File: src/rtl/vga_timing_pkg.sv
// rtl/vga_timing_pkg.sv - shared raster types and default 640x480@60 timing constants
package vga_timing_pkg;

  typedef logic [9:0] coord_t;

  localparam int H_ACTIVE_DEF = 640;
  localparam int H_FP_DEF     = 16;
  localparam int H_SYNC_DEF   = 96;
  localparam int H_BP_DEF     = 48;
  localparam int V_ACTIVE_DEF = 480;
  localparam int V_FP_DEF     = 10;
  localparam int V_SYNC_DEF   = 2;
  localparam int V_BP_DEF     = 33;

  localparam int H_TOTAL_DEF = H_ACTIVE_DEF + H_FP_DEF + H_SYNC_DEF + H_BP_DEF;
  localparam int V_TOTAL_DEF = V_ACTIVE_DEF + V_FP_DEF + V_SYNC_DEF + V_BP_DEF;

  localparam int H_SYNC_START_DEF = H_ACTIVE_DEF + H_FP_DEF;
  localparam int H_SYNC_END_DEF   = H_SYNC_START_DEF + H_SYNC_DEF;
  localparam int V_SYNC_START_DEF = V_ACTIVE_DEF + V_FP_DEF;
  localparam int V_SYNC_END_DEF   = V_SYNC_START_DEF + V_SYNC_DEF;

  // Half-open window test: lo <= v < hi
  function automatic logic in_window(coord_t v, int lo, int hi);
    return (int'(v) >= lo) && (int'(v) < hi);
  endfunction

endpackage

File: src/rtl/vga_timing_gen_wrap_counter.sv
// rtl/vga_timing_gen_wrap_counter.sv - enabled modulo-MAX counter exposing its next value
// wrap flags the terminal count so the parent can chain a second counter off it.
module wrap_counter
  import vga_timing_pkg::*;
#(
  parameter int MAX = 800
) (
  input  logic   Clk,
  input  logic   Reset,
  input  logic   en,
  output coord_t count,
  output coord_t next,
  output logic   wrap
);

  localparam coord_t LAST = coord_t'(MAX - 1);

  assign wrap = (count == LAST);

  always_comb begin
    next = count;
    if (en) begin
      next = wrap ? '0 : count + 10'd1;
    end
  end

  always_ff @(posedge Clk) begin
    if (Reset) begin
      count <= '0;
    end else begin
      count <= next;
    end
  end

endmodule

File: src/rtl/vga_timing_gen.sv
// rtl/vga_timing_gen.sv - divide-by-2 pixel clock and raster counters with hs/vs/blank decode
// Decoded outputs are registered from the counters' next values so they line up with DrawX/DrawY.
module vga_timing_gen
  import vga_timing_pkg::*;
#(
  parameter int H_ACTIVE = H_ACTIVE_DEF,
  parameter int H_FP     = H_FP_DEF,
  parameter int H_SYNC   = H_SYNC_DEF,
  parameter int H_BP     = H_BP_DEF,
  parameter int V_ACTIVE = V_ACTIVE_DEF,
  parameter int V_FP     = V_FP_DEF,
  parameter int V_SYNC   = V_SYNC_DEF,
  parameter int V_BP     = V_BP_DEF
) (
  input  logic   Clk,
  input  logic   Reset,
  output logic   vga_clk,
  output logic   pixel_en,
  output coord_t DrawX,
  output coord_t DrawY,
  output logic   hs,
  output logic   vs,
  output logic   blank,
  output logic   sync,
  output logic   frame_start
);

  localparam int H_TOTAL   = H_ACTIVE + H_FP + H_SYNC + H_BP;
  localparam int V_TOTAL   = V_ACTIVE + V_FP + V_SYNC + V_BP;
  localparam int HS_START  = H_ACTIVE + H_FP;
  localparam int HS_END    = HS_START + H_SYNC;
  localparam int VS_START  = V_ACTIVE + V_FP;
  localparam int VS_END    = VS_START + V_SYNC;

  if (H_TOTAL > 1024 || V_TOTAL > 1024) begin : g_bad_timing
    $error("vga_timing_gen: H_TOTAL and V_TOTAL must not exceed 1024");
  end

  logic   h_wrap;
  logic   v_wrap;
  logic   v_en;
  coord_t x_next;
  coord_t y_next;

  always_ff @(posedge Clk) begin
    if (Reset) begin
      vga_clk <= 1'b0;
    end else begin
      vga_clk <= ~vga_clk;
    end
  end

  // Counters advance on the edge that takes vga_clk low, keeping them stable across its rising edge
  assign pixel_en = vga_clk;
  assign v_en     = pixel_en & h_wrap;
  assign sync     = 1'b0;

  wrap_counter #(.MAX(H_TOTAL)) u_h_counter (
    .Clk   (Clk),
    .Reset (Reset),
    .en    (pixel_en),
    .count (DrawX),
    .next  (x_next),
    .wrap  (h_wrap)
  );

  wrap_counter #(.MAX(V_TOTAL)) u_v_counter (
    .Clk   (Clk),
    .Reset (Reset),
    .en    (v_en),
    .count (DrawY),
    .next  (y_next),
    .wrap  (v_wrap)
  );

  always_ff @(posedge Clk) begin
    if (Reset) begin
      hs          <= 1'b1;
      vs          <= 1'b1;
      blank       <= 1'b1;
      frame_start <= 1'b0;
    end else begin
      hs          <= ~in_window(x_next, HS_START, HS_END);
      vs          <= ~in_window(y_next, VS_START, VS_END);
      blank       <= (int'(x_next) < H_ACTIVE) && (int'(y_next) < V_ACTIVE);
      frame_start <= v_en & v_wrap;
    end
  end

endmodule

File: config.mk
export PLATFORM = sky130hd
export DESIGN_NAME = vga_timing_gen
export DESIGN_NICKNAME = d
export VERILOG_FILES = /design/src/rtl/vga_timing_pkg.sv /design/src/rtl/vga_timing_gen_wrap_counter.sv /design/src/rtl/vga_timing_gen.sv
export SDC_FILE = /design/constraint.sdc
export NUM_CORES = 1
export LEC_CHECK = 0
export BUFFER_PORTS_ARGS = -buffer_cell sky130_fd_sc_hd__buf_2
export CORE_MARGIN = 2
export CORE_UTILIZATION = 30
export CTS_CLUSTER_DIAMETER = 50
export DETAILED_ROUTE_END_ITERATION = 12
export PLACE_DENSITY = 0.57
export SETUP_SLACK_MARGIN = 0.05
export SLEW_MARGIN = 15
export SYNTH_ARGS = -nofsm -noshare
export SYNTH_HDL_FRONTEND = slang
export SYNTH_HIERARCHICAL = 1
export SYNTH_SLANG_ARGS = --single-unit
File: constraint.sdc
create_clock -name Clk -period 6.9 [get_ports Clk]
set_input_delay 1.38 -clock Clk [delete_from_list [all_inputs] [get_ports Clk]]
set_output_delay 1.38 -clock Clk [all_outputs]
set_load 0.1 [all_outputs]
==> reports/metrics.cfg <==
[run_status]
outcome=complete, no violations

[power]
peakVddDrop_mv=0.104
clockPowerShare_pct=34.0
p_leak_nw=0.669
power_frac_comb_pct=8.6
pwr-share-seq_pct=57.5
net-switching-power_mw=0.0686
power_mw=0.259
swShare_pct=26.5
power.density_nw_per_um2=166
p_int_mw=0.190

[sta]
fmax_ghz=0.348
period_share_pct=41.7
setup_viol=0
finalSetupTns_ns=0
hold_ws_ns=0.559
layout_min_cycle_time_ns=2.88
final_max_slew_viol_count=0
worst_clock_skew_ns=0.00130
worst_pin_slew_ns=0.576
rsz0062_at_grt=no
relSlewSlack_pct=61.6
hold_violations=0

[setup_path]
crit_chain=buf_2
rrSetupSlack_ns=4.20
start_kind=flop
path_delay_family=flip-flops
critPathMaxFanout=19
timing_worst_setup_path_type=flop to output pin
rr_startpoint=u_h_counter/count[0]$_SDFF_PP0_
worstReg2RegEnd=vs$_SDFF_PP1_
crit_buf_inv=1
r2r_cells=11
worst_path_max_delay_cell=dfxtp_1
crit_path_end_kind=output pin
max_stage_delay_ns=0.69
crit_arrival_ns=1.50
cp.required_ns=5.52

[detailed_routing]
drt_iter0_markers=43
num_vias=1074
wl_um=2820
antenna_left=0
viasPerCell=4.79
wl_per_cell_um=12.6
drc_errors=0
dr.pass1.iters=4

[final_layout]
fin_area_um2=1560
fin_nets=178
diodes=0
syn_to_final_growth_pct=16.0
drive_above_1_share_pct=33.1

[synthesis]
syn_nets=150
syn_avg_cell_area_um2=9.25
syn_inst=145
syn_area_um2=1340
yosysWarnings=6

[clocking]
path_clk_slew_ns=0.09
cts.sinks=25
clk_path_buf_depth=2
post_cts_buffers=0
clk_latency_ns=0.26
h-tree-depth=1
cts_buffers=3
cts.repair.resized=0
cts_root_buf=clkbuf_8
cts_tree=built
holdBufCountCts=0

[global_route]
grt_pass1_wl_um=4850
grt_max_degree=20
grt-ovfl-total=0
track_usage_pct=12.0
antenna_found_initial=0
grt_pass1_vias=1040

[placed_design]
place_area_um2=1510
portBuffers=27
place.gp.congestion=0.820
hpwl_um=2110

[flow_run]
maxCapViolCount=0

[die]
dieArea_um2=5020
die_h_um=70.9
io_pins=29
start_util_pct=31.0
rows=24
core_area_um2=4320
die_w_um=70.9

[hold_path]
holdPathStages=2
hp-start=u_v_counter/count[0]$_SDFF_PP0_
min_path_type=flop to flop
whs_endpoint=u_v_counter/count[0]$_SDFF_PP0_

==> power groups by stage <==
stage | Clock (mW) | Sequential (mW) | Combinational (mW)
5_1_grt | 0.0983 | 0.149 | 0.0230
3_3_place_gp | 0 | 0.152 | 0.0226
2_1_floorplan | 0 | 0.160 | 0.0119
4_1_cts | 0.0930 | 0.149 | 0.0223
6_report | 0.0880 | 0.149 | 0.0221
3_5_place_dp | 0 | 0.152 | 0.0222
==> per-stage QoR <==
step | std cells | setup slack [ns] | util, %
global placement | 220 | 4.28 | 35.0
finish | 224 | 4.02 | 36.0
floorplan | 145 | 3.62 | -
CTS | 224 | 4.01 | 36.0
global route | 224 | 3.90 | 36.0
detailed placement | 220 | 4.20 | 35.0
==> how the worst max path moves through the flow <==
| stage | from | to | slack [ns] | depth (start not counted) |
|---|---|---|---|---|
| floorplan | u_h_counter/count[1]$_SDFF_PP0_ | vs$_SDFF_PP1_ | 3.62 | 11 |
| global placement | u_h_counter/count[0]$_SDFF_PP0_ | vs$_SDFF_PP1_ | 4.28 | 11 |
| global route | u_h_counter/count[0]$_SDFF_PP0_ | vs$_SDFF_PP1_ | 3.90 | 11 |
| CTS | pixel_en$_SDFF_PP0_ | vga_clk | 4.01 | 1 |
| finish | pixel_en$_SDFF_PP0_ | pixel_en | 4.02 | 1 |
| detailed placement | u_h_counter/count[0]$_SDFF_PP0_ | vs$_SDFF_PP1_ | 4.20 | 11 |
==> layer usage <==
metal	vias up	wire length, um	GRT usage (%)	share of wire (%)
met1	495	1410	15.9	50
met5	-	0	0	0
li1	554	-	-	-
met2	23	1260	19.9	45
met4	0	16	2.52	0.57
met3	2	124	3.13	4.4
==> area by class of cell <==
| cell class | instances | area [um2] |
|---|---|---|
| Clock buffer | 4 | 45.0 |
| Fill cell | 466 | 2770 |
| Inverter | 7 | 26.3 |
| Multi-Input combinational cell | 109 | 785 |
| Sequential cell | 25 | 500 |
| Tap cell | 52 | 65.1 |
| Timing Repair Buffer | 27 | 135 |
==> placed cells by master, fill, tap and decap left out, drive strengths merged, types with 2 or more instances in the layout <==
cell and n:
nor3 5, nand4 5, inv 7, nor4b 3, nand3 16, and3b 2
nand2b 4, ha 3, nand2 9, nor2b 8, o21ai 2, xnor2 7
buf 27, xor2 7, nor4 2, clkbuf 4, nor2 13, dfxtp 25
a21oi 9
==> registers in the layout (all words and copies together) (netlist names) <==
signal	cells
u_h_counter/count	10
blank	1
pixel_en	1
hs	1
u_v_counter/count	10
vs	1
frame_start	1
(Power assumes the default switching activity.)
